### src/rtl/fifo_wr_arbiter.sv
// Round-robin arbiter sharing one FIFO write port among REQ_NUM requesters.
// A grant lasts up to BURST transfers, and each new grant costs one IDLE arbitration cycle.
module fifo_wr_arbiter #(
   parameter int DWIDTH  = 8,
   parameter int REQ_NUM = 4,
   parameter int BURST   = 4
) (
   input  logic                        clk_i,
   input  logic                        srst_i,
   input  logic [REQ_NUM-1:0]          req_valid_i,
   input  logic [REQ_NUM*DWIDTH-1:0]   req_data_i,
   output logic [REQ_NUM-1:0]          req_ready_o,
   input  logic                        fifo_full_i,
   output logic                        fifo_wr_req_o,
   output logic [DWIDTH-1:0]           fifo_data_o,
   output logic [REQ_NUM-1:0]          grant_o,
   output logic                        busy_o
);

   localparam int BWIDTH = $clog2(BURST + 1);
   localparam int PWIDTH = (REQ_NUM > 1) ? $clog2(REQ_NUM) : 1;

   typedef enum logic {IDLE, GRANT} state_t;

   state_t              state;
   logic [PWIDTH-1:0]   rr_ptr;
   logic [PWIDTH-1:0]   owner;
   logic [BWIDTH-1:0]   beat_cnt;

   logic [PWIDTH-1:0]   pick;
   logic                any_valid;
   logic [PWIDTH-1:0]   next_ptr;
   logic                owner_valid;
   logic                active;
   logic                transfer;
   logic                last_beat;

   // Scan rr_ptr, rr_ptr+1, ... (mod REQ_NUM) and keep the first valid index.
   always_comb begin
      int unsigned idx;
      idx       = 0;
      pick      = rr_ptr;
      any_valid = 1'b0;
      for (int unsigned i = 0; i < REQ_NUM; i++) begin
         idx = (int'(rr_ptr) + i) % REQ_NUM;
         if (!any_valid && req_valid_i[PWIDTH'(idx)]) begin
            any_valid = 1'b1;
            pick      = PWIDTH'(idx);
         end
      end
   end

   always_comb begin
      next_ptr    = (owner == PWIDTH'(REQ_NUM - 1)) ? '0 : owner + 1'b1;
      owner_valid = req_valid_i[owner];
      // Reset gates the write path combinationally so the reset edge itself never writes.
      active      = (state == GRANT) && !srst_i;
      transfer    = active && owner_valid && !fifo_full_i;
      last_beat   = (beat_cnt == BWIDTH'(BURST - 1));
   end

   always_comb begin
      req_ready_o   = '0;
      fifo_wr_req_o = transfer;
      fifo_data_o   = '0;
      if (active) begin
         req_ready_o[owner] = !fifo_full_i;
         fifo_data_o        = req_data_i[owner*DWIDTH +: DWIDTH];
      end
   end

   always_ff @(posedge clk_i) begin
      if (srst_i) begin
         state    <= IDLE;
         rr_ptr   <= '0;
         owner    <= '0;
         beat_cnt <= '0;
         grant_o  <= '0;
         busy_o   <= 1'b0;
      end else begin
         case (state)
            IDLE: begin
               if (any_valid) begin
                  state       <= GRANT;
                  owner       <= pick;
                  beat_cnt    <= '0;
                  grant_o     <= '0;
                  grant_o[pick] <= 1'b1;
                  busy_o      <= 1'b1;
               end
            end
            GRANT: begin
               // Full-stall cycles neither count nor release; valid low only releases when not full.
               if ((transfer && last_beat) || (!fifo_full_i && !owner_valid)) begin
                  state    <= IDLE;
                  rr_ptr   <= next_ptr;
                  beat_cnt <= '0;
                  grant_o  <= '0;
                  busy_o   <= 1'b0;
               end else if (transfer) begin
                  beat_cnt <= beat_cnt + 1'b1;
               end
            end
            default: begin
               state   <= IDLE;
               grant_o <= '0;
               busy_o  <= 1'b0;
            end
         endcase
      end
   end

endmodule

### config.mk
export PLATFORM = sky130hd
export DESIGN_NAME = fifo_wr_arbiter
export DESIGN_NICKNAME = d
export VERILOG_FILES = /design/src/rtl/fifo_wr_arbiter.sv
export SDC_FILE = /design/constraint.sdc
export NUM_CORES = 1
export LEC_CHECK = 0
export BUFFER_PORTS_ARGS = -buffer_cell sky130_fd_sc_hd__buf_2
export CORE_MARGIN = 2
export CORE_UTILIZATION = 39
export DETAILED_ROUTE_END_ITERATION = 8
export PLACE_DENSITY = 0.75
export SYNTH_ARGS = -nofsm -noshare
export SYNTH_HDL_FRONTEND = slang
export SYNTH_SLANG_ARGS = --single-unit
### constraint.sdc
create_clock -name clk_i -period 1.6 [get_ports clk_i]
set_input_delay 0.32 -clock clk_i [delete_from_list [all_inputs] [get_ports clk_i]]
set_output_delay 0.32 -clock clk_i [all_outputs]
set_load 0.01 [all_outputs]
After elaboration in Yosys (flattened, before gate mapping)
Index checks and enable logic that the tools add are counted.
- output and inout port bits: 18
- memory bits (writable): 0
- bits in latches: 0
- bits in registers: 13
- bits in read-only memories: 0
- bits of input ports: 39
- memories kept: 0
- magnitude comparators: 8
- multiplexer cells: 37
- div/mod/pow operators: 0
- shifts and indexed selects: 1
- eq/ne operators: 5
- reduce and logical (&&, ||, !) cells: 21
- add/sub/neg operators: 5
- multipliers: 0
- bitwise operators: 2
- operator list (operator ; number):
    indexed part select 32 x 6 -> 8 bit ; 1
    < comparator 2 x 3 -> 1 bit (second input constant) ; 6
    2-to-1 mux 1 bit ; 15
    2-to-1 mux 4 bit ; 3
    binary-select mux 1 bit (select 2 bit) ; 5
    logical AND 1 bit ; 10
    2-to-1 mux 3 bit ; 3
    2-to-1 mux 2 bit ; 4
    2-to-1 mux 8 bit ; 1
    case mux 4 bit (2 select lines) ; 1
    AND reduction 2 bit ; 4
    zero test 1 bit ; 6
    case mux 3 bit (2 select lines) ; 1
    adder 2 x 1 -> 2 bit (second input constant) ; 2
    adder 2 bit (second input constant) ; 2
    bitwise AND 4 bit ; 1
    demux 1 bit (select 2 bit) ; 2
    greater-or-equal comparator 2 x 1 -> 1 bit (second input constant) ; 2
    case mux 1 bit (2 select lines) ; 2
    adder 3 x 1 -> 3 bit (second input constant) ; 1
    == test 3 x 2 -> 1 bit (second input constant) ; 1
    inequality test 3 x 1 -> 1 bit (second input constant) ; 1
    == test 2 bit (second input constant) ; 1
    inequality test 2 x 1 -> 1 bit (second input constant) ; 1
    3 further kinds ; 3

Longest topological paths before layout
- depth after elaboration: 18
- mapped depth: 7
- mapped depth without buffers: 7

Least setup slack after synthesis
Ideal clock, no wire load.
- path kind: register to output
- start: reg owner[0]
- end: out fifo_data_o[0]
- setup slack: -78 ps
- path buffers: 1
- cell stages (with the launch flop): 4
- data arrival time: 1358 ps
- path through: dfxtp_1 > buf_2 > mux4_2 > nor2b_1
- cells in the longest elaborated chain, start to end: 2
- RTL lines (element ; line ; RTL):
    start: declaration ; 27 ; logic [PWIDTH-1:0] owner;
    start signal: assignment ; 85 ; owner <= pick;
    indexed part select 32 x 6 -> 8 bit ; 68 ; fifo_data_o = req_data_i[owner*DWIDTH +: DWIDTH];
    2-to-1 mux 8 bit ; 66 ; if (active) begin
    end: declaration ; 15 ; output logic [DWIDTH-1:0] fifo_data_o,
Every way passes these cells.

Final worst setup path
- start: reg owner[0]
- end: out fifo_data_o[6]
The elaborated chain is that of the path after synthesis.

==> summary.txt <==
Timing
  – F_max: 531.5 MHz
  – Worst slew margin: 0.7179
  – Clock Skew: 0.001654 ns
  – Final Max Tran Viols: 0
  – Slew @ Worst Pin: 0.4199 ns
  – Unrepaired setup endpoints after global routing: true
  – Worst hold margin: 0.3019 ns
  – Final worst slack: -0.2816 ns
  – Final hold violations: 0
  – Final min period: 1.882 ns
  – Final critical-path share of the clock period: 1.176
  – Final setup vio count: 14

Setup path
  – Worst-path fanout max: 8
  – Delay-heaviest family, CP: multiplexers
  – CP required: 1.28 ns
  – Reg2Reg Depth: 7
  – CP Capture Type: output port
  – Worst setup SP type: flop
  – Crit path max-delay cell type: mux4_2
  – Reg2reg end: rr_ptr[1]
  – Setup CP Type: reg -> out
  – Arr. time, crit path: 1.56 ns
  – Worst reg2reg startpoint: owner[0]
  – Critical path, cell by cell: buf_12 -> mux4_2 -> nor2b_1 -> buf_2
  – Reg2reg setup slack: -0.04 ns
  – CP Buf/Inv Count: 2
  – CP max stage delay: 0.50 ns

Cells and area
  – Layout cell share with drive strength beyond 1: 0.5257
  – Final instance area: 1516 sq um
  – # diodes: 0
  – Sequential cell area: 265.3 sq um
  – Fin nets: 221
  – Multi-input logic area: 738.2 sq um
  – # fillers: 216
  – Area delta synth->final: 48.89%
  – Finished Layout Cells: 205

Placement
  – HPWL Detailed: 2206 um
  – PortBufs: 56
  – Placed Cells incl. Taps: 198
  – Dpl cell area: 1389 sq um
  – RePlAce Congestion: 0.7662

Synth
  – Primary FF master, synth: dfxtp_1
  – Synth cell types: 33
  – EDFF count, synth: 0
  – Post-synthesis cell count: 108
  – Seq/Total Area, Yosys: 0.2555
  – Yosys warns: 0
  – Mean Syn Cell Area: 9.430 sq um
  – Synthesized area: 1018 sq um
  – Synthesized Nets: 153
  – Seq cells post-synth: 13
  – Ys async rst share: 0

Pwr
  – Share of power burned in registers: 0.389
  – Pwr/cell area: 614.3 nW/um^2
  – Clock power share: 0.221
  – Gate power share: 0.389
  – P_sw: 0.2834 mW
  – Worst VDD drop: 0.6158 mV
  – Switching share of power: 0.3042
  – P_int: 0.6482 mW
  – LEAKAGE: 0.7014 nW

Min path
  – Hold Path Depth: 2
  – Hold EP: beat_cnt[2]
  – Hold Startpoint: fifo_full_i
  – Worst hold path type: in -> reg

Floorplanning
  – Die Ht: 55.10 um
  – I/O pins: 57
  – Site Rows: 18
  – Core ar.: 2477 sq um
  – Die width: 55.10 um
  – Initial Util: 0.4111
  – Die ar.: 3036 sq um

Detailed routing
  – Final ANT Viol Nets: 0
  – Initial DRC Count: 29
  – DR DRC count: 0
  – WL final: 2810 um
  – Per-cell routed wire length: 13.71 um
  – Via count: 1,082
  – DR vias/cell: 5.278
  – Drt first pass iters: 4

Clocking
  – Root buf cell: clkbuf_4
  – Clock tree buffer depth: 2
  – TritonCTS clock tree: yes
  – Worst skew pair latency: 0.28 ns
  – CTS sink cnt: 13
  – Worst-path clk slew: 0.08 ns
  – CTS Buf Count: 3
  – H-tree depth: 1

GRT
  – Total track usage: 0.1921
  – Initial antenna violation count: 0
  – Vias in the first global route: 1,065
  – Met2 Use GR: 0.3829
  – Most used routing layer in global routing: met2
  – Total global routing overflow: 0
  – First-pass GRT wire length: 4236 um
  – Met1 Use GR: 0.1884
  – Largest net degree at the start of global routing: 16
  – Met3 GRT Util: 0.02688

Outcome
  – Failing checks: negative setup slack
  – Status: complete, but fails checks

Run
  – Max_cap viols: 0
## cell usage after synthesis, types with 2 or more instances
cell type	instances	area (sq um)
a32oi_1	2	17.52
and2_1	4	25.02
a21oi_1	7	35.03
mux4_2	8	180.2
nand2_1	4	15.01
o32ai_1	2	17.52
inv_1	6	22.52
mux2i_1	4	40.04
clkbuf_1	3	11.26
or3_1	2	12.51
nand3_1	3	15.01
o21ai_0	2	10.01
nand2b_1	4	25.02
nor2b_1	11	68.82
nor3_1	3	15.01
dfxtp_1	13	260.3
nor2_1	9	33.78
ha_1	6	75.07
## flip-flops by register name (all words and copies together) (netlist names)
name,count
grant_o,4
beat_cnt,3
owner,2
rr_ptr,2
busy_o,1
state,1
## area by class of cell
class | instances | area share
repair buffers | 68 | 0.2814
well taps | 30 | 0.02475
flip-flops and latches | 13 | 0.1749
inverters | 6 | 0.01485
clock buffers | 4 | 0.01733
multi-input cells | 84 | 0.4868
## per-stage QoR
| step | setup slack [ns] | total power [mW] | utilization | TNS (ns) |
|---|---|---|---|---|
| after global routing | -0.3230 | 0.9823 | 0.6121 | -3.298 |
| final | -0.2816 | 0.9316 | 0.6121 | -2.147 |
| after CTS | -0.2664 | 0.9232 | 0.6025 | -2.465 |
| after floorplan | 0.02922 | 0.5584 | - | 0 |
| after global placement | 0.03666 | 0.6748 | 0.5606 | 0 |
| after detailed placement | 0.002535 | 0.6840 | 0.5606 | 0 |
## worst max path at each step
stage / from / to / slack (ns) / cells past startpoint
after global routing: owner[0] / fifo_data_o[6] / -0.32 / 4
after floorplan: owner[0] / fifo_data_o[0] / 0.03 / 3
final: owner[0] / fifo_data_o[6] / -0.28 / 4
after CTS: owner[0] / fifo_data_o[7] / -0.27 / 4
after global placement: owner[0] / fifo_data_o[6] / 0.04 / 4
after detailed placement: owner[0] / fifo_data_o[7] / 0.003 / 4
## power groups by stage
stage	Combinational, mW	Sequential, mW	Clock (mW)
global route	0.399	0.365	0.218
floorplan	0.188	0.371	0
global placement	0.311	0.364	0
detailed placement	0.318	0.366	0
CTS	0.353	0.362	0.208
finish	0.363	0.363	0.206
## placed cells by master (no fill, tap or decap), drive strengths merged
cell     Yosys  routed
a2111oi      1       1
nand2        4       4
or3          2       2
o21bai       1       1
a21oi        7       7
a211oi       1       1
and2         4       4
mux4         8       8
o21a         1       1
o221ai       1       1
ha           6       6
o41ai        1       1
nand3        3       3
buf          2      68
mux2i        4       4
nand2b       5       5
nor2         9       9
mux2         1       1
nor2b       11      11
nor3         3       3
o221a        1       1
o21ai        3       3
dfxtp       13      13
inv          6       6
clkbuf       3       4
a32oi        2       2
and3b        1       1
a21o         1       1
o32ai        2       2
nand4b       1       1
## logic make-up (layout without fill, tap and decap cells)
kind of cell	count (synthesis)	after routing	synth area share
adder cells (fa/ha/maj)	6	6	0.07371
AND/OR/NAND/NOR	43	43	0.2371
multiplexers	13	13	0.2310
flip-flops	13	13	0.2555
buffers and inverters	11	78	0.04913
AO/OA/AOI/OAI	22	22	0.1536
## routing by layer
layer,routed length (um),part of all wire,up-vias
li1,-,-,532
met1,1087,0.39,489
met2,1398,0.50,56
met3,284,0.10,5
met4,40,0.014,0
met5,0,0,-
## what timing repair did
| action | in CTS | in global routing |
|---|---|---|
| hold buffers | 0 | 0 |
| buffers inserted | 2 | 1 |
| pin swaps | 2 | 1 |
| setup endpoints to repair | 13 | 21 |
| cloned | 1 | 0 |
| endpoints found under the hold margin | 0 | 0 |
| gates resized for setup | 13 | 5 |
(Power assumes the default switching activity.)
